`src/rtl/ad9866_emu_if.sv`:
```
// rtl/ad9866_emu_if.sv - AD9866 6-bit nibble bus plus command snoop bus between FPGA side and emulator
interface ad9866_emu_if;
   logic [5:0]  rffe_ad9866_tx;
   logic        rffe_ad9866_txsync;
   logic        rffe_ad9866_txquiet_n;
   logic        rffe_ad9866_pga5;
   logic [5:0]  rffe_ad9866_rx;
   logic        rffe_ad9866_rxsync;
   logic [5:0]  cmd_addr;
   logic [31:0] cmd_data;
   logic        cmd_rqst;

   modport master (
      output rffe_ad9866_tx, rffe_ad9866_txsync, rffe_ad9866_txquiet_n, rffe_ad9866_pga5,
      output cmd_addr, cmd_data, cmd_rqst,
      input  rffe_ad9866_rx, rffe_ad9866_rxsync
   );

   modport slave (
      input  rffe_ad9866_tx, rffe_ad9866_txsync, rffe_ad9866_txquiet_n, rffe_ad9866_pga5,
      input  cmd_addr, cmd_data, cmd_rqst,
      output rffe_ad9866_rx, rffe_ad9866_rxsync
   );
endinterface

```
`src/rtl/ad9866_emu.sv`:
```
// rtl/ad9866_emu.sv - AD9866 far-end emulator: TX deframe, RX framing, config snoop (AD9866EMU_NOISE_EN adds LFSR dither)
module ad9866_emu #(
   parameter logic [5:0] CMD_ADDR = 6'h3a,
   parameter int         LB_SHIFT = 0
) (
   input  logic        clk,
   input  logic        rst,
   ad9866_emu_if.slave bus,
   output logic [5:0]  gain,
   output logic [11:0] tx_word,
   output logic        tx_word_valid,
   output logic        tx_frame_err
);
   localparam logic [1:0] SRC_ZERO = 2'd0;
   localparam logic [1:0] SRC_LOOP = 2'd1;
   localparam logic [1:0] SRC_RAMP = 2'd2;

   logic [5:0]  hold_hi_q, hold_hi_d, gain_q, gain_d, rx_q, rx_d;
   logic        gain_cyc_q, gain_cyc_d, prev_sync_q, prev_sync_d;
   logic [11:0] tx_word_q, tx_word_d, rx_hold_q, rx_hold_d;
   logic        tx_valid_q, tx_valid_d, err_q, err_d, phase_q, phase_d, rxsync_q, rxsync_d;
   logic [1:0]  src_q, src_d, pend_src_q, pend_src_d;
   logic [11:0] step_q, step_d, pend_step_q, pend_step_d, acc_q, acc_d;
   logic        pend_q, pend_d, clip_q, clip_d;

   logic        cmd_hit, src_chg, clip_base;
   logic [1:0]  eff_src;
   logic [11:0] eff_step, acc_base, src_word, lb_word, noise;
   logic        unused_cmd_bits;

   assign unused_cmd_bits = ^{bus.cmd_data[31:16], bus.cmd_data[3:2]};

`ifdef AD9866EMU_NOISE_EN
   logic [15:0] lfsr_q, lfsr_d;

   always_comb begin
      lfsr_d = lfsr_q;
      if (!phase_q)
         lfsr_d = {lfsr_q[14:0], lfsr_q[15] ^ lfsr_q[13] ^ lfsr_q[12] ^ lfsr_q[10]};
   end

   always_ff @(posedge clk) begin
      if (rst) lfsr_q <= 16'hACE1;
      else     lfsr_q <= lfsr_d;
   end

   assign noise = {10'd0, lfsr_q[1:0]};
`else
   assign noise = 12'd0;
`endif

   always_comb begin
      hold_hi_d   = hold_hi_q;
      gain_d      = gain_q;
      gain_cyc_d  = gain_cyc_q;
      prev_sync_d = prev_sync_q;
      tx_word_d   = tx_word_q;
      tx_valid_d  = 1'b0;
      err_d       = err_q;

      if (!bus.rffe_ad9866_txsync) begin
         hold_hi_d   = bus.rffe_ad9866_tx;
         prev_sync_d = 1'b0;
         gain_cyc_d  = bus.rffe_ad9866_pga5;
         if (bus.rffe_ad9866_pga5) gain_d = bus.rffe_ad9866_tx;
      end else begin
         prev_sync_d = 1'b1;
         gain_cyc_d  = 1'b0;
         if (bus.rffe_ad9866_txquiet_n) begin
            // Misframed words are still delivered so loopback keeps flowing; only the flag records it.
            tx_word_d  = {hold_hi_q, bus.rffe_ad9866_tx};
            tx_valid_d = 1'b1;
            if (prev_sync_q || gain_cyc_q) err_d = 1'b1;
         end
      end
   end

   always_comb begin
      cmd_hit   = bus.cmd_rqst && (bus.cmd_addr == CMD_ADDR);
      eff_src   = pend_q ? pend_src_q : src_q;
      eff_step  = pend_q ? pend_step_q : step_q;
      src_chg   = pend_q && (pend_src_q != src_q);
      acc_base  = src_chg ? 12'd0 : acc_q;
      clip_base = src_chg ? 1'b0 : clip_q;
      lb_word   = bus.rffe_ad9866_txquiet_n ? 12'($signed(tx_word_q) >>> LB_SHIFT) : 12'd0;

      src_word = 12'd0;
      acc_d    = acc_q;
      clip_d   = clip_q;
      src_d    = src_q;
      step_d   = step_q;
      pend_d   = pend_q | cmd_hit;
      pend_src_d  = cmd_hit ? bus.cmd_data[1:0] : pend_src_q;
      pend_step_d = cmd_hit ? bus.cmd_data[15:4] : pend_step_q;
      rx_hold_d = rx_hold_q;
      phase_d   = ~phase_q;

      if (!phase_q) begin
         // Word boundary: the only place config lands, so a word never mixes two sources.
         src_d  = eff_src;
         step_d = eff_step;
         acc_d  = acc_base;
         clip_d = clip_base;
         case (eff_src)
            SRC_ZERO: src_word = 12'd0;
            SRC_LOOP: src_word = lb_word;
            SRC_RAMP: begin
               src_word = acc_base;
               acc_d    = acc_base + eff_step;
            end
            default: begin
               src_word = clip_base ? 12'h800 : 12'h7FF;
               clip_d   = ~clip_base;
            end
         endcase
         pend_d    = cmd_hit;
         rx_hold_d = src_word ^ noise;
         rx_d      = rx_hold_d[11:6];
         rxsync_d  = 1'b0;
      end else begin
         rx_d     = rx_hold_q[5:0];
         rxsync_d = 1'b1;
      end
   end

   always_ff @(posedge clk) begin
      if (rst) begin
         hold_hi_q   <= '0;
         gain_q      <= '0;
         gain_cyc_q  <= 1'b0;
         prev_sync_q <= 1'b0;
         tx_word_q   <= '0;
         tx_valid_q  <= 1'b0;
         err_q       <= 1'b0;
         phase_q     <= 1'b0;
         rx_hold_q   <= '0;
         rx_q        <= '0;
         rxsync_q    <= 1'b0;
         src_q       <= SRC_ZERO;
         step_q      <= '0;
         pend_q      <= 1'b0;
         pend_src_q  <= SRC_ZERO;
         pend_step_q <= '0;
         acc_q       <= '0;
         clip_q      <= 1'b0;
      end else begin
         hold_hi_q   <= hold_hi_d;
         gain_q      <= gain_d;
         gain_cyc_q  <= gain_cyc_d;
         prev_sync_q <= prev_sync_d;
         tx_word_q   <= tx_word_d;
         tx_valid_q  <= tx_valid_d;
         err_q       <= err_d;
         phase_q     <= phase_d;
         rx_hold_q   <= rx_hold_d;
         rx_q        <= rx_d;
         rxsync_q    <= rxsync_d;
         src_q       <= src_d;
         step_q      <= step_d;
         pend_q      <= pend_d;
         pend_src_q  <= pend_src_d;
         pend_step_q <= pend_step_d;
         acc_q       <= acc_d;
         clip_q      <= clip_d;
      end
   end

   assign bus.rffe_ad9866_rx     = rx_q;
   assign bus.rffe_ad9866_rxsync = rxsync_q;
   assign gain          = gain_q;
   assign tx_word       = tx_word_q;
   assign tx_word_valid = tx_valid_q;
   assign tx_frame_err  = err_q;
endmodule

```
`src/flat_wrapper.sv`:
```
// flat-port wrapper written by rule: the top's interface ports become plain ports
module ad9866_emu_flat 
#(
   parameter logic [5:0] CMD_ADDR = 6'h3a,
   parameter int         LB_SHIFT = 0
)
  (clk, rst, gain, tx_word, tx_word_valid, tx_frame_err, bus_rffe_ad9866_tx, bus_rffe_ad9866_txsync, bus_rffe_ad9866_txquiet_n, bus_rffe_ad9866_pga5, bus_cmd_addr, bus_cmd_data, bus_cmd_rqst, bus_rffe_ad9866_rx, bus_rffe_ad9866_rxsync);
  ad9866_emu_if bus_i ();
  input  logic clk;
  input  logic rst;
  output logic [5:0] gain;
  output logic [11:0] tx_word;
  output logic tx_word_valid;
  output logic tx_frame_err;
  input wire logic [$bits(bus_i.rffe_ad9866_tx)-1:0] bus_rffe_ad9866_tx;
  input wire logic [$bits(bus_i.rffe_ad9866_txsync)-1:0] bus_rffe_ad9866_txsync;
  input wire logic [$bits(bus_i.rffe_ad9866_txquiet_n)-1:0] bus_rffe_ad9866_txquiet_n;
  input wire logic [$bits(bus_i.rffe_ad9866_pga5)-1:0] bus_rffe_ad9866_pga5;
  input wire logic [$bits(bus_i.cmd_addr)-1:0] bus_cmd_addr;
  input wire logic [$bits(bus_i.cmd_data)-1:0] bus_cmd_data;
  input wire logic [$bits(bus_i.cmd_rqst)-1:0] bus_cmd_rqst;
  output wire logic [$bits(bus_i.rffe_ad9866_rx)-1:0] bus_rffe_ad9866_rx;
  output wire logic [$bits(bus_i.rffe_ad9866_rxsync)-1:0] bus_rffe_ad9866_rxsync;
  assign bus_i.rffe_ad9866_tx = bus_rffe_ad9866_tx;
  assign bus_i.rffe_ad9866_txsync = bus_rffe_ad9866_txsync;
  assign bus_i.rffe_ad9866_txquiet_n = bus_rffe_ad9866_txquiet_n;
  assign bus_i.rffe_ad9866_pga5 = bus_rffe_ad9866_pga5;
  assign bus_i.cmd_addr = bus_cmd_addr;
  assign bus_i.cmd_data = bus_cmd_data;
  assign bus_i.cmd_rqst = bus_cmd_rqst;
  assign bus_rffe_ad9866_rx = bus_i.rffe_ad9866_rx;
  assign bus_rffe_ad9866_rxsync = bus_i.rffe_ad9866_rxsync;
  ad9866_emu #(.CMD_ADDR(CMD_ADDR), .LB_SHIFT(LB_SHIFT)) u_core (.clk(clk), .rst(rst), .bus(bus_i), .gain(gain), .tx_word(tx_word), .tx_word_valid(tx_word_valid), .tx_frame_err(tx_frame_err));
endmodule
```
`config.mk`:
```
export PLATFORM = sky130hd
export DESIGN_NAME = ad9866_emu_flat
export DESIGN_NICKNAME = d
export VERILOG_FILES = /design/src/rtl/ad9866_emu_if.sv /design/src/rtl/ad9866_emu.sv /design/src/flat_wrapper.sv
export SDC_FILE = /design/constraint.sdc
export NUM_CORES = 1
export LEC_CHECK = 0
export CORE_ASPECT_RATIO = 0.75
export CORE_MARGIN = 3
export CORE_UTILIZATION = 40
export CTS_BUF_LIST = sky130_fd_sc_hd__clkbuf_16
export DETAILED_ROUTE_END_ITERATION = 7
export PLACE_DENSITY = 0.7
export RECOVER_POWER = 50
export SLEW_MARGIN = 25
export SYNTH_ARGS = -nofsm -noshare
export SYNTH_HDL_FRONTEND = slang
export SYNTH_SLANG_ARGS = --single-unit
export TNS_END_PERCENT = 10
```
`constraint.sdc`:
```
create_clock -name clk -period 10.4 [get_ports clk]
set_clock_uncertainty 0.1 [all_clocks]
set_input_delay 3.12 -clock clk [delete_from_list [all_inputs] [get_ports clk]]
set_output_delay 3.12 -clock clk [all_outputs]
set_load 0.02 [all_outputs]
```
### After elaboration in Yosys (flattened, before gate mapping)

Cells that the tools add are included.

* add/subtract/negate cells: 1
* eq/ne operators: 4
* multiplexer cells: 14
* bitwise gates (word level): 4
* reductions and logical operators: 10

Operators with widths (count)
* $mux 12: 5
* $pmux 12 s3: 1
* $add 12x12->12: 1
* $eq 6x6->1 const B: 1
* $mux 1: 6
* $mux 6: 1
* $reduce_and 2->1: 2
* $reduce_or 2->1: 2
* $not 1->1: 3
* $reduce_and 3->1: 1
* $reduce_or 3->1: 1
* $eq 2x1->1 const B: 1
* $eq 2x2->1 const B: 1
* $logic_and 1x1->1: 2
* $logic_not 2->1: 1
* $mux 2: 1
* $ne 2x2->1: 1
* $logic_or 1x1->1: 1
* $or 1x1->1: 1

* register bits after elaboration: 84
* input bits: 50
* output and inout port bits: 27
* word-level logic and storage cells: 51

### Depth between registers and ports, before layout

* word-level depth: 6
* depth in mapped cells: 17
* gate-level depth less buffers: 13

### Least setup slack after synthesis

No wires, ideal clock.

* path kind: input -> register
* start point: in bus_cmd_rqst
* end point: reg u_core.pend_src_q[1]
* setup time: 0.128 ns
* data arrival time: 4.555 ns
* required time: 10.172 ns
* slack: 5.618 ns
* stages: 5
* buffers on the path: 1
* cells stage by stage: nand4_1 nor4b_2 clkbuf_1 mux2i_1 nor2_1

* longest elaborated chain between the ends: 1

RTL lines
* start: declaration: line flat_wrapper.sv:21 `input wire logic [$bits(bus_i.cmd_rqst)-1:0] bus_cmd_rqst;`
* $logic_and 1x1->1: line ad9866_emu.sv:79 `cmd_hit = bus.cmd_rqst && (bus.cmd_addr == CMD_ADDR);`
* end signal: assignment: line ad9866_emu.sv:161 `pend_src_q <= pend_src_d;`
* end: declaration: line ad9866_emu.sv:22 `logic [1:0] src_q, src_d, pend_src_q, pend_src_d;`

No other way between the ends.
A chain may end at the register's enable or synchronous reset.

==> run metrics <==
R2R Path Start u_core.src_q[0]; RSZ-0062 raised after global routing false; row count 31; Critical Setup Path Class primary input to flip-flop; worst hold stages 2; GR peak layer met2; antenna viol nets, final 0; Post-synth top flop dfxtp_1; WP data arrival 6730 ps; post-synth top area share 40.1%; Net Count, Synth ~570; drt drc 0; Seq/Total Area, Yosys ~40%; Hold Buf Count CTS 0; core area slightly below 10000 um2; area grow syn2layout 23.8%; CTS resizes 0; fmax between 150 and 200 MHz; Die Area ~12000 um2; clock sink count between 80 and 90; CP max FO between 70 and 80; CTS root buf clkbuf_16; post-route cell area between 5000 and 6000 um2; Critical Path RT roughly 11000 ps; overall routed net length roughly 11 mm; clock latency on the worst-skew pair 340 ps; htree depth 3; layout cells sized above 1 7.32%; Mapped Avg Cell Area around 8.2 um2; placed cell area roughly 4900 um2; Synth Register Bits 84; first-pass GRT wire length around 18 mm; TritonCTS clock tree done; VDD IR-drop max 0.0000725 V; placed insts 676; commonest non-fill, non-tap cell in the layout dfxtp_1; io pins 77; DR WL/cell between 15 and 20 um; routability cong. roughly 0.95; Tmin final 6590 ps; Hold WS roughly 350 ps; outcome complete, but fails checks; Critical Path End Type flip-flop; area leader, netlist dfxtp_1; First DRT Iteration DRCs a little over 300; Final #Nets between 600 and 700; RR Endpoint u_core.acc_q[10]; post-CTS setup buffers 0; Overall Global Routing Usage 18.2%; clock slew at reported path FFs ~60 ps; P per Cell Area roughly 140 nW/um2; setup slack, reg-to-reg around 6400 ps; Setup TNS 0 ps; Detailed Place HPWL ~7.3 mm; Cells after Synth 513; drt pass-1 iters 7; port buffer count between 50 and 60; clk buf depth 2; asr flop ratio synth 0%; HP Start u_core.tx_frame_err; failing checks max-capacitance violations, max-slew violations; hold endpoint u_core.tx_frame_err; EDFF count, synth 0; total of warnings raised by yosys 0; Die Y 94.7 um; fin cells 692; n_diodes 0; Initial Util between 40% and 50%; initial antenna violation count 0; Die X 124 um; Final Max Tran Viols just under 80; met1 usage roughly a quarter; vias in the first global route 3507; GRT met2 Usage between 20% and 30%; Vias ~3900; CTS Buf Count 9; Setup violations, final 0; Leak roughly 0.0018 uW; mapped cell area ~4200 um2; fin crit share a little under two thirds; reg2reg path depth 13; Slew HR -118%; final hold viol count 0; Max Cap Viol 1; worst hold-check path type flip-flop to flip-flop; total gr overflow 0; largest net degree at the start of global routing 78; synth unique cells 57; Via density 5.62; ranking of synthesized cells by area dfxtp_1 40%, mux2i_1 7.9%, a21oi_1 6.8%; final-layout fill cell count roughly 960; met3 global-route usage 4.92%; kind of start point of the critical path primary input; Slew @ Worst Pin around 3300 ps; most frequent cells in the layout 84 x dfxtp_1, 75 x nand2_1, 60 x nor2_1, 57 x a21oi_1, 52 x clkdlybuf4s50_1
==> layer usage <==
layer,up-vias,routed length [um]
met5,-,0
met4,0,158
met3,18,722
met2,155,4520
met1,1815,5380
li1,1899,-
==> critical path, stage by stage <==
cell      delay (ps)
buf_2             70
clkbuf_1        2280
nor2b_1          530
o21ai_0          400
o211ai_1         130
a21o_1           160
==> registers in the layout (all words and copies together) (netlist names), 2 cells and up <==
signal / cells
u_core.acc_q: 12
u_core.pend_step_q: 12
u_core.step_q: 12
u_core.tx_word: 12
u_core.bus.rffe_ad9866_rx: 6
u_core.gain: 6
u_core.hold_hi_q: 6
u_core.rx_hold_q: 6
u_core.pend_src_q: 2
u_core.src_q: 2
==> worst max-delay path by stage <==
stage | start | endpoint | slack (ps)
floorplan | bus_cmd_rqst | u_core.pend_src_q[1] | 5620
global placement | bus_cmd_addr[4] | u_core.pend_step_q[6] | 5140
detailed placement | bus_cmd_addr[4] | u_core.pend_src_q[1] | 5310
CTS | bus_cmd_rqst | u_core.pend_src_q[1] | 5670
global route | rst | u_core.acc_q[7] | 3350
finish | rst | u_core.acc_q[7] | 3810
==> stage by stage <==
step	util (%)	worst slack [ps]	power, uW
CTS	52.3	5670	738
detailed placement	49.0	5310	393
global route	52.3	3350	756
global placement	48.9	5140	392
finish	52.3	3810	734
floorplan	-	5620	366
==> cell type report <==
type | count | area, um2 | share of cell area, %
clock buffer | 9 | 225 | 4.34
timing repair buffer | 65 | 628 | 12.1
clock inverter | 7 | 101 | 1.95
sequential | 84 | 1680 | 32.4
multi-input combinational | 388 | 2370 | 45.6
inverter | 7 | 26.3 | 0.506
tap | 132 | 165 | 3.18
==> logic make-up (layout without fill, tap and decap cells) <==
| kind of cell | Yosys count | count (layout) | share of synthesized area [%] |
|---|---|---|---|
| AOI/OAI and AO/OA | 138 | 138 | 20.9 |
| adders and majority gates | 5 | 5 | 1.49 |
| buffers and inverters | 41 | 88 | 3.82 |
| DFF | 84 | 84 | 40.1 |
| and+or+nand+nor | 186 | 186 | 19.9 |
| xor gates and xnor gates | 16 | 16 | 3.34 |
| muxes | 43 | 43 | 10.6 |
==> synth_stat cells (all sizes together) (2+ instances only) <==
| cell type | instances |
|---|---|
| ha | 5 |
| a2111oi | 2 |
| a21oi | 57 |
| xor2 | 3 |
| a21o | 4 |
| o31ai | 2 |
| inv | 7 |
| nor3 | 3 |
| nand2b | 5 |
| nor4 | 3 |
| o21bai | 5 |
| mux2 | 10 |
| mux2i | 33 |
| nand3 | 12 |
| nor2b | 4 |
| o211ai | 5 |
| nand4 | 6 |
| or3 | 3 |
| and2 | 5 |
| nand2 | 75 |
| nor2 | 60 |
| and3 | 4 |
| clkbuf | 29 |
| xnor2 | 13 |
| o211a | 2 |
| buf | 5 |
| a22o | 7 |
| o21ai | 20 |
| a41oi | 2 |
| a211o | 2 |
| a22oi | 9 |
| nor3b | 2 |
| dfxtp | 84 |
| a31oi | 10 |
==> power breakdown <==
part           internal [uW]  switching, uW  total [uW]
combinational           24.4           27.6        52.1
clock                    211            138         349
sequential               330           3.73         333
(Power assumes the default switching activity.)
